--- config.mk ---
export PLATFORM = sky130hd
export DESIGN_NAME = rv32im_wb_arbiter
export DESIGN_NICKNAME = d
export VERILOG_FILES = /design/src/rtl/rv32im_wb_arbiter.sv
export SDC_FILE = /design/constraint.sdc
export NUM_CORES = 1
export LEC_CHECK = 0
export ABC_AREA = 1
export BUFFER_PORTS_ARGS = -buffer_cell sky130_fd_sc_hd__buf_2
export CAP_MARGIN = 20
export CORE_AREA = 5 5 118 120
export CTS_CLUSTER_SIZE = 30
export DETAILED_ROUTE_END_ITERATION = 10
export DIE_AREA = 0 0 123 125
export PLACE_DENSITY_LB_ADDON = 0.3
export SLEW_MARGIN = 15
export SYNTH_ARGS = -nofsm -noshare
export SYNTH_HDL_FRONTEND = slang
export SYNTH_SLANG_ARGS = --single-unit
--- constraint.sdc ---
create_clock -name clk_i -period 2.3 [get_ports clk_i]
set_clock_uncertainty 0.1 [all_clocks]
set_input_delay 0.345 -clock clk_i [delete_from_list [all_inputs] [get_ports clk_i]]
set_output_delay 0.345 -clock clk_i [all_outputs]
set_load 0.1 [all_outputs]
--- src/rtl/rv32im_wb_arbiter.sv ---
// Two-master round-robin Wishbone classic arbiter for the rv32im core.
// Master 0 is instruction fetch, master 1 is data; grant held for a whole cyc.
module rv32im_wb_arbiter #(
  parameter int XLEN    = 32,
  parameter int TIMEOUT = 255
) (
  input  logic            clk_i,
  input  logic            rst_i,
  input  logic            m0_cyc_i,
  input  logic            m0_stb_i,
  input  logic            m0_we_i,
  input  logic [XLEN-1:2] m0_adr_i,
  input  logic [XLEN-1:0] m0_dat_i,
  input  logic [3:0]      m0_sel_i,
  output logic [XLEN-1:0] m0_dat_o,
  output logic            m0_ack_o,
  output logic            m0_err_o,
  input  logic            m1_cyc_i,
  input  logic            m1_stb_i,
  input  logic            m1_we_i,
  input  logic [XLEN-1:2] m1_adr_i,
  input  logic [XLEN-1:0] m1_dat_i,
  input  logic [3:0]      m1_sel_i,
  output logic [XLEN-1:0] m1_dat_o,
  output logic            m1_ack_o,
  output logic            m1_err_o,
  output logic            s_cyc_o,
  output logic            s_stb_o,
  output logic            s_we_o,
  output logic [XLEN-1:2] s_adr_o,
  output logic [XLEN-1:0] s_dat_o,
  output logic [3:0]      s_sel_o,
  input  logic [XLEN-1:0] s_dat_i,
  input  logic            s_ack_i,
  input  logic            s_err_i,
  output logic [1:0]      grant_o
);

  localparam int CW = $clog2(TIMEOUT + 1);

  typedef enum logic [1:0] {
    IDLE   = 2'd0,
    GRANT0 = 2'd1,
    GRANT1 = 2'd2
  } state_t;

  state_t        state;
  logic          last_grant;
  logic [CW-1:0] wd_cnt;
  logic          g0;
  logic          g1;
  logic          release_g;
  logic          wd_fire;

  always_ff @(posedge clk_i or posedge rst_i) begin
    if (rst_i) begin
      state      <= IDLE;
      last_grant <= 1'b1;
    end else begin
      unique case (state)
        IDLE: begin
          if (m0_cyc_i && (!m1_cyc_i || last_grant)) begin
            state      <= GRANT0;
            last_grant <= 1'b0;
          end else if (m1_cyc_i) begin
            state      <= GRANT1;
            last_grant <= 1'b1;
          end
        end
        GRANT0: begin
          if (!m0_cyc_i) begin
            if (m1_cyc_i) begin
              state      <= GRANT1;
              last_grant <= 1'b1;
            end else begin
              state <= IDLE;
            end
          end
        end
        GRANT1: begin
          if (!m1_cyc_i) begin
            if (m0_cyc_i) begin
              state      <= GRANT0;
              last_grant <= 1'b0;
            end else begin
              state <= IDLE;
            end
          end
        end
        default: state <= IDLE;
      endcase
    end
  end

  assign g0      = (state == GRANT0);
  assign g1      = (state == GRANT1);
  assign grant_o = {g1, g0};

  always_comb begin
    s_cyc_o = 1'b0;
    s_stb_o = 1'b0;
    s_we_o  = 1'b0;
    s_adr_o = '0;
    s_dat_o = '0;
    s_sel_o = '0;
    if (g0) begin
      s_cyc_o = m0_cyc_i;
      s_stb_o = m0_stb_i;
      s_we_o  = m0_we_i;
      s_adr_o = m0_adr_i;
      s_dat_o = m0_dat_i;
      s_sel_o = m0_sel_i;
    end else if (g1) begin
      s_cyc_o = m1_cyc_i;
      s_stb_o = m1_stb_i;
      s_we_o  = m1_we_i;
      s_adr_o = m1_adr_i;
      s_dat_o = m1_dat_i;
      s_sel_o = m1_sel_i;
    end
  end

  // Grant only ever changes when the owner drops cyc.
  assign release_g = (g0 && !m0_cyc_i) || (g1 && !m1_cyc_i);

  assign wd_fire = (wd_cnt == CW'(TIMEOUT - 1)) && s_stb_o
                && !s_ack_i && !s_err_i;

  always_ff @(posedge clk_i or posedge rst_i) begin
    if (rst_i) begin
      wd_cnt <= '0;
    end else if (!s_stb_o || s_ack_i || s_err_i || wd_fire || release_g) begin
      wd_cnt <= '0;
    end else begin
      wd_cnt <= wd_cnt + 1'b1;
    end
  end

  assign m0_dat_o = s_dat_i;
  assign m1_dat_o = s_dat_i;
  assign m0_ack_o = s_ack_i && g0;
  assign m1_ack_o = s_ack_i && g1;
  assign m0_err_o = (s_err_i || wd_fire) && g0;
  assign m1_err_o = (s_err_i || wd_fire) && g1;

endmodule

==> impl_metrics.ini, run 1 <==
[status]
outcome = complete, no violations

[critical_path]
path_max_fanout = 26
setup.worst_path.start_class = register
crit_top_cell = inv_2
crit_family = buffers and inverters
arrival_ns = 1.74
reg2reg_slack_ns = 0.59
worstSetupPathType = register to output port
end_kind = output port
slowest_delay_ns = 0.40
cp_slowest_cell = dfrtp_1
path_cells = inv_2 > ha_4 > inv_2 > buf_4 > nand3_1 > nand2_1 > buf_12
cp.required_ns = 1.86
path_buf_inv = 4

[global_routing]
overflow = 0
grt_usage = 0.120
grt_pass1_wl_mm = 14.8
grt_max_degree = 45
antenna_found_initial = 0
grt_pass1_vias = 2816

[floorplan]
die_area_um2 = 15400
die_w_um = 123
initial_core_util = 0.172
fp.dieH_um = 125
coreArea_um2 = 12900
io_pins = 313
fp-row-count = 42

[job]
drv_cap = 0

[yosys]
ys_types = 22
postSynthCellCount = 394
ys_top_cells_by_area = nand2_1, buf_4, nand3_1
syn_area_per_cell_um2 = 5.63
synth_top_area_share = 0.267
syn_nets = 574
ys_seq_area_frac = 0.125
yosysWarnings = 0
synth-seq-cells = 11
yosysTopAreaCell = nand2_1
synth_area_um2 = 2220

[layout]
num-fill-cells = 1375
multi_input_area_um2 = 1320
drive_gt1_frac = 0.465
final_util = 0.337
ff_latch_area_um2 = 277
syn_to_final_growth_pct = 95.4
nets = 719
finalNonFillerCells = 714
insertedDiodeCount = 0

[place]
gp_congestion = 0.764
dp.cells = 704
port_buffers = 216
hpwlAfterDp_mm = 8.28
place_ws_ns = 0.219

[routing]
ant_nets = 0
first_pass_iters = 4
dr.first_iter.drc_count = 94
wl_per_cell_um = 13.9
drcViolationCount = 0
wl_met2_mm = 5.09
num_vias = 2830
totalWireLength_mm = 9.91
highest_layer = met4
vias_per_cell = 3.96
m1WireLength_mm = 3.68
dr_wl_met3_mm = 1.02

[clock_tree]
clk_pin_slew_ns = 0.04
cts_max_level = 1
cts_buffers = 3
cts_tree = yes
cts.sinks = 11
clkLatencyLatePin_ns = 0.24
cts-root-buf = clkbuf_16
clock_path_buffers = 2

[power_and_ir_drop]
ir_drop_mv = 0.926
p_leak_uw = 0.00228
pwr_density_cell_nw_per_um2 = 1970

[sta]
finalHoldViolCount = 0
finalWorstSetupSlack_ns = 0.111
timing.final.crit_share = 0.952
relSlewSlack = 0.704
fmax_mhz = 457
tightest_slew_ns = 0.444
setup_viol = 0
drv_slew = 0
period_minus_slack_ns = 2.19

[min_path]
holdCritPathClass = primary input to asynchronous set/reset pin
## worst paths after layout
check | startpoint | depth (start not counted) | to
max | state[1] | 7 | s_sel_o[2]
min | rst_i | 2 | wd_cnt[3]
max reg2reg | state[1] | 9 | wd_cnt[2]
min reg2reg | last_grant | 2 | last_grant
max in group asynchronous | rst_i | 2 | last_grant
min in group clk_i | m0_cyc_i | 4 | last_grant
## state kept, by name (all words and copies together), names as in the netlist
signal      cells
wd_cnt          8
state           2
last_grant      1
## timing repair
action	CTS	global route
pin swaps	0	2
gates resized for setup	1	6
hold endpoints to repair	0	0
gates cloned	1	0
setup buffers	0	5
hold buffers	0	0
endpoints found under the setup margin	2	27
## synthesized netlist by cell type, drive strengths merged
library cell  number
nand3b             2
dfstp              1
buf               80
o31ai              1
xnor2              2
nor3               1
o21ai              4
a21oi              2
nor2              20
ha                 6
dfrtp             10
inv               16
nand3             73
nand2            162
nand4              2
xor2               3
clkbuf             9
## stage by stage
stage | instance area, um^2 | setup TNS, ns | hold slack [ns] | total power, uW
floorplan | 2230 | -0.105 | 0.0967 | 5690
CTS | 4280 | 0 | 0.0174 | 8560
global placement | 4160 | 0 | 0.269 | 8140
global route | 4340 | -0.000604 | 0.0476 | 8830
detailed placement | 4160 | 0 | 0.270 | 8150
finish | 4340 | 0 | 0.000499 | 8530
## final cells by class
class	instances	area share
Timing Repair Buffer	229	0.550
Multi-Input combinational cell	278	0.304
Sequential cell	11	0.0638
Tap cell	176	0.0508
Clock buffer	4	0.0182
Inverter	16	0.0139
## worst register-to-register path: cells and delay by family, from the launching register on
kind                       cells  cell delay [ns]
adders and majority gates      1             0.18
buffers and inverters          4             0.49
and+or+nand+nor                4             0.45
DFF                            1             0.40
## where the power goes
group / internal (uW) / leakage [uW] / switching, uW
Clock: 233 / 0.0000382 / 89.3
Combinational: 2600 / 0.00210 / 5340
Sequential: 228 / 0.000148 / 36.4
Total: 3060 / 0.00228 / 5470
## metal layers
| metal | vias up | global-route usage |
|---|---|---|
| li1 | 1458 | - |
| met2 | 152 | 0.226 |
| met3 | 22 | 0.0294 |
| met1 | 1198 | 0.135 |
| met4 | 0 | 0.0241 |
| met5 | - | 0 |
## logic make-up after synthesis
| family | synth area share |
|---|---|
| AO/OA/AOI/OAI | 0.0169 |
| adder cells (fa/ha/maj) | 0.0338 |
| XOR/XNOR | 0.0197 |
| flip-flops | 0.125 |
| buffers and inverters | 0.299 |
| AND/OR/NAND/NOR | 0.505 |
## placed cells by master, fill, tap and decap left out, drive strengths merged
cell,n
nand3b,2
buf,228
nand3,73
nand2,162
xor2,3
inv,16
a21oi,2
o31ai,1
nor3,1
xnor2,2
bufbuf,1
clkbuf,4
nor2,20
ha,6
nand4,2
dfstp,1
dfrtp,10
o21ai,4
Note: power is estimated with default switching activity, not from simulation.
==> run 2, diff against run 1 <==
Settings changed: CORE_AREA 5 5 118 120 to 5 5 119 121, DIE_AREA 0 0 123 125 to 0 0 124 126.
Clock period 2.3 ns to 1.9 ns, I/O delays scaled along.
==> impl_metrics.ini, run 2 (synthesis gave the netlist of run 1 again) <==
[power_and_ir_drop]
ir_drop_mv = 1.03
power_uw = 12200
p_leak_uw = 0.00258
pwr_density_cell_nw_per_um2 = 2200

[critical_path]
cp-startpoint = state[0]
path_max_fanout = 15
arrival_ns = 1.67
slowest_delay_ns = 0.44
r2r-start = state[1]
crit_top_cell = buf_12
path_buf_inv = 4
setup.worst_path.start_class = register
end_kind = output port
path_cells = inv_2 > ha_4 > buf_4 > buf_12 > nand2_4 > o21ai_4 > buf_12
cp.required_ns = 1.51
crit_family = buffers and inverters
cp_slowest_cell = dfrtp_2
worstSetupPathType = register to output port

[job]
drv_cap = 0

[layout]
layout_common_cells = buf_2, buf_12, nand2_1, nand2_4, nand3_1
layout_commonest_cell = buf_2
syn_to_final_growth_pct = 149
max_flop_register = wd_cnt
insertedDiodeCount = 0
largest_registers = wd_cnt (8), state (2), last_grant (1)
largest_reg_flops = 8
drive_gt1_frac = 0.694
nets = 747

[sta]
setup_viol = 74
rsz0062_at_grt = yes
fmax_mhz = 486
drv_slew = 0
finalHoldViolCount = 0
timing.final.crit_share = 1.08
period_minus_slack_ns = 2.06
finalWorstSetupSlack_ns = -0.156
timing.hold.ws_ns = 0.310
relSlewSlack = 0.682
tightest_slew_ns = 0.477

[place]
hpwlAfterDp_mm = 9.41
port_buffers = 216
gp_congestion = 0.843
place_ws_ns = -0.0220

[clock_tree]
cts_buffers = 3
clkLatencyLatePin_ns = 0.24
cts-root-buf = clkbuf_16
clk_pin_slew_ns = 0.04
cts_tree = yes
clock_path_buffers = 2
cts_max_level = 1
cts.sinks = 11

[floorplan]
fp-row-count = 42
initial_core_util = 0.171
die_w_um = 124
coreArea_um2 = 13000
io_pins = 313
die_area_um2 = 15600
fp.dieH_um = 126

[routing]
ant_nets = 0
totalWireLength_mm = 12.9
wl_per_cell_um = 17.3
drcViolationCount = 0
vias_per_cell = 4.25
dr.first_iter.drc_count = 69
num_vias = 3155
first_pass_iters = 4

[global_routing]
grt_pass1_wl_mm = 17.2
grt_pass1_vias = 3143
grt_usage = 0.140
antenna_found_initial = 0
grt_max_degree = 44
overflow = 0

[status]
outcome = complete, but fails checks
violations = negative setup slack

[min_path]
holdCritPathClass = primary input to register
hp-start = m0_cyc_i
[run 2: cell type report]
class / instances / area (um^2)
clock buffer: 4 / 78.8
fill: 1286 / 7450
inverter: 16 / 78.8
multi-input combinational: 278 / 2020
sequential: 11 / 278
tap: 176 / 220
timing repair buffer: 257 / 2850
[run 2: report_power, final]
group          switching (uW)  internal, uW
Combinational            7290          4170
Sequential               38.6           278
Clock                     109           282
[run 2: through the flow]
step / util / cells / TNS (ns) / area [um^2]
after floorplan: - / 394 / -0.280 / 2730
after global placement: 0.362 / 709 / 0 / 4700
after detailed placement: 0.362 / 709 / -0.0220 / 4700
after CTS: 0.393 / 726 / -6.72 / 5100
after global routing: 0.426 / 742 / -12.64 / 5530
final: 0.426 / 742 / -8.34 / 5530
[run 2: routing by layer]
metal	routed length, um	GRT usage	vias up	share of wire
met5	0	0	-	0
met4	218	0.0367	0	0.017
met3	1100	0.0318	19	0.086
met2	6670	0.251	155	0.52
met1	4870	0.166	1459	0.38
li1	-	-	1522	-
[run 2: path summary, 6_finish.rpt]
| path | end | slack [ns] | depth (start not counted) |
|---|---|---|---|
| max reg2reg | wd_cnt[3] | 0.07 | 10 |
| min in group asynchronous | state[1] | 0.50 | 3 |
| max in group asynchronous | state[0] | 0.85 | 3 |
| min | last_grant | 0.31 | 4 |
| min reg2reg | wd_cnt[0] | 0.38 | 1 |
| max | s_cyc_o | -0.16 | 7 |
[run 2: worst register-to-register path, cell delays in order, from the launching register on]
cell,delay [ns]
dfrtp_1,0.40
buf_6,0.13
ha_4,0.16
buf_4,0.15
clkbuf_16,0.18
buf_6,0.14
nand2_1,0.06
nand2_1,0.05
inv_1,0.09
nand4_4,0.16
nor2_1,0.12
[run 2: what timing repair did]
item	CTS	global route
setup endpoints to repair	73	73
setup buffers	8	9
gates cloned	4	8
pin swaps	7	6
hold endpoints to repair	10	0
gates resized for setup	36	39
hold buffers	1	0
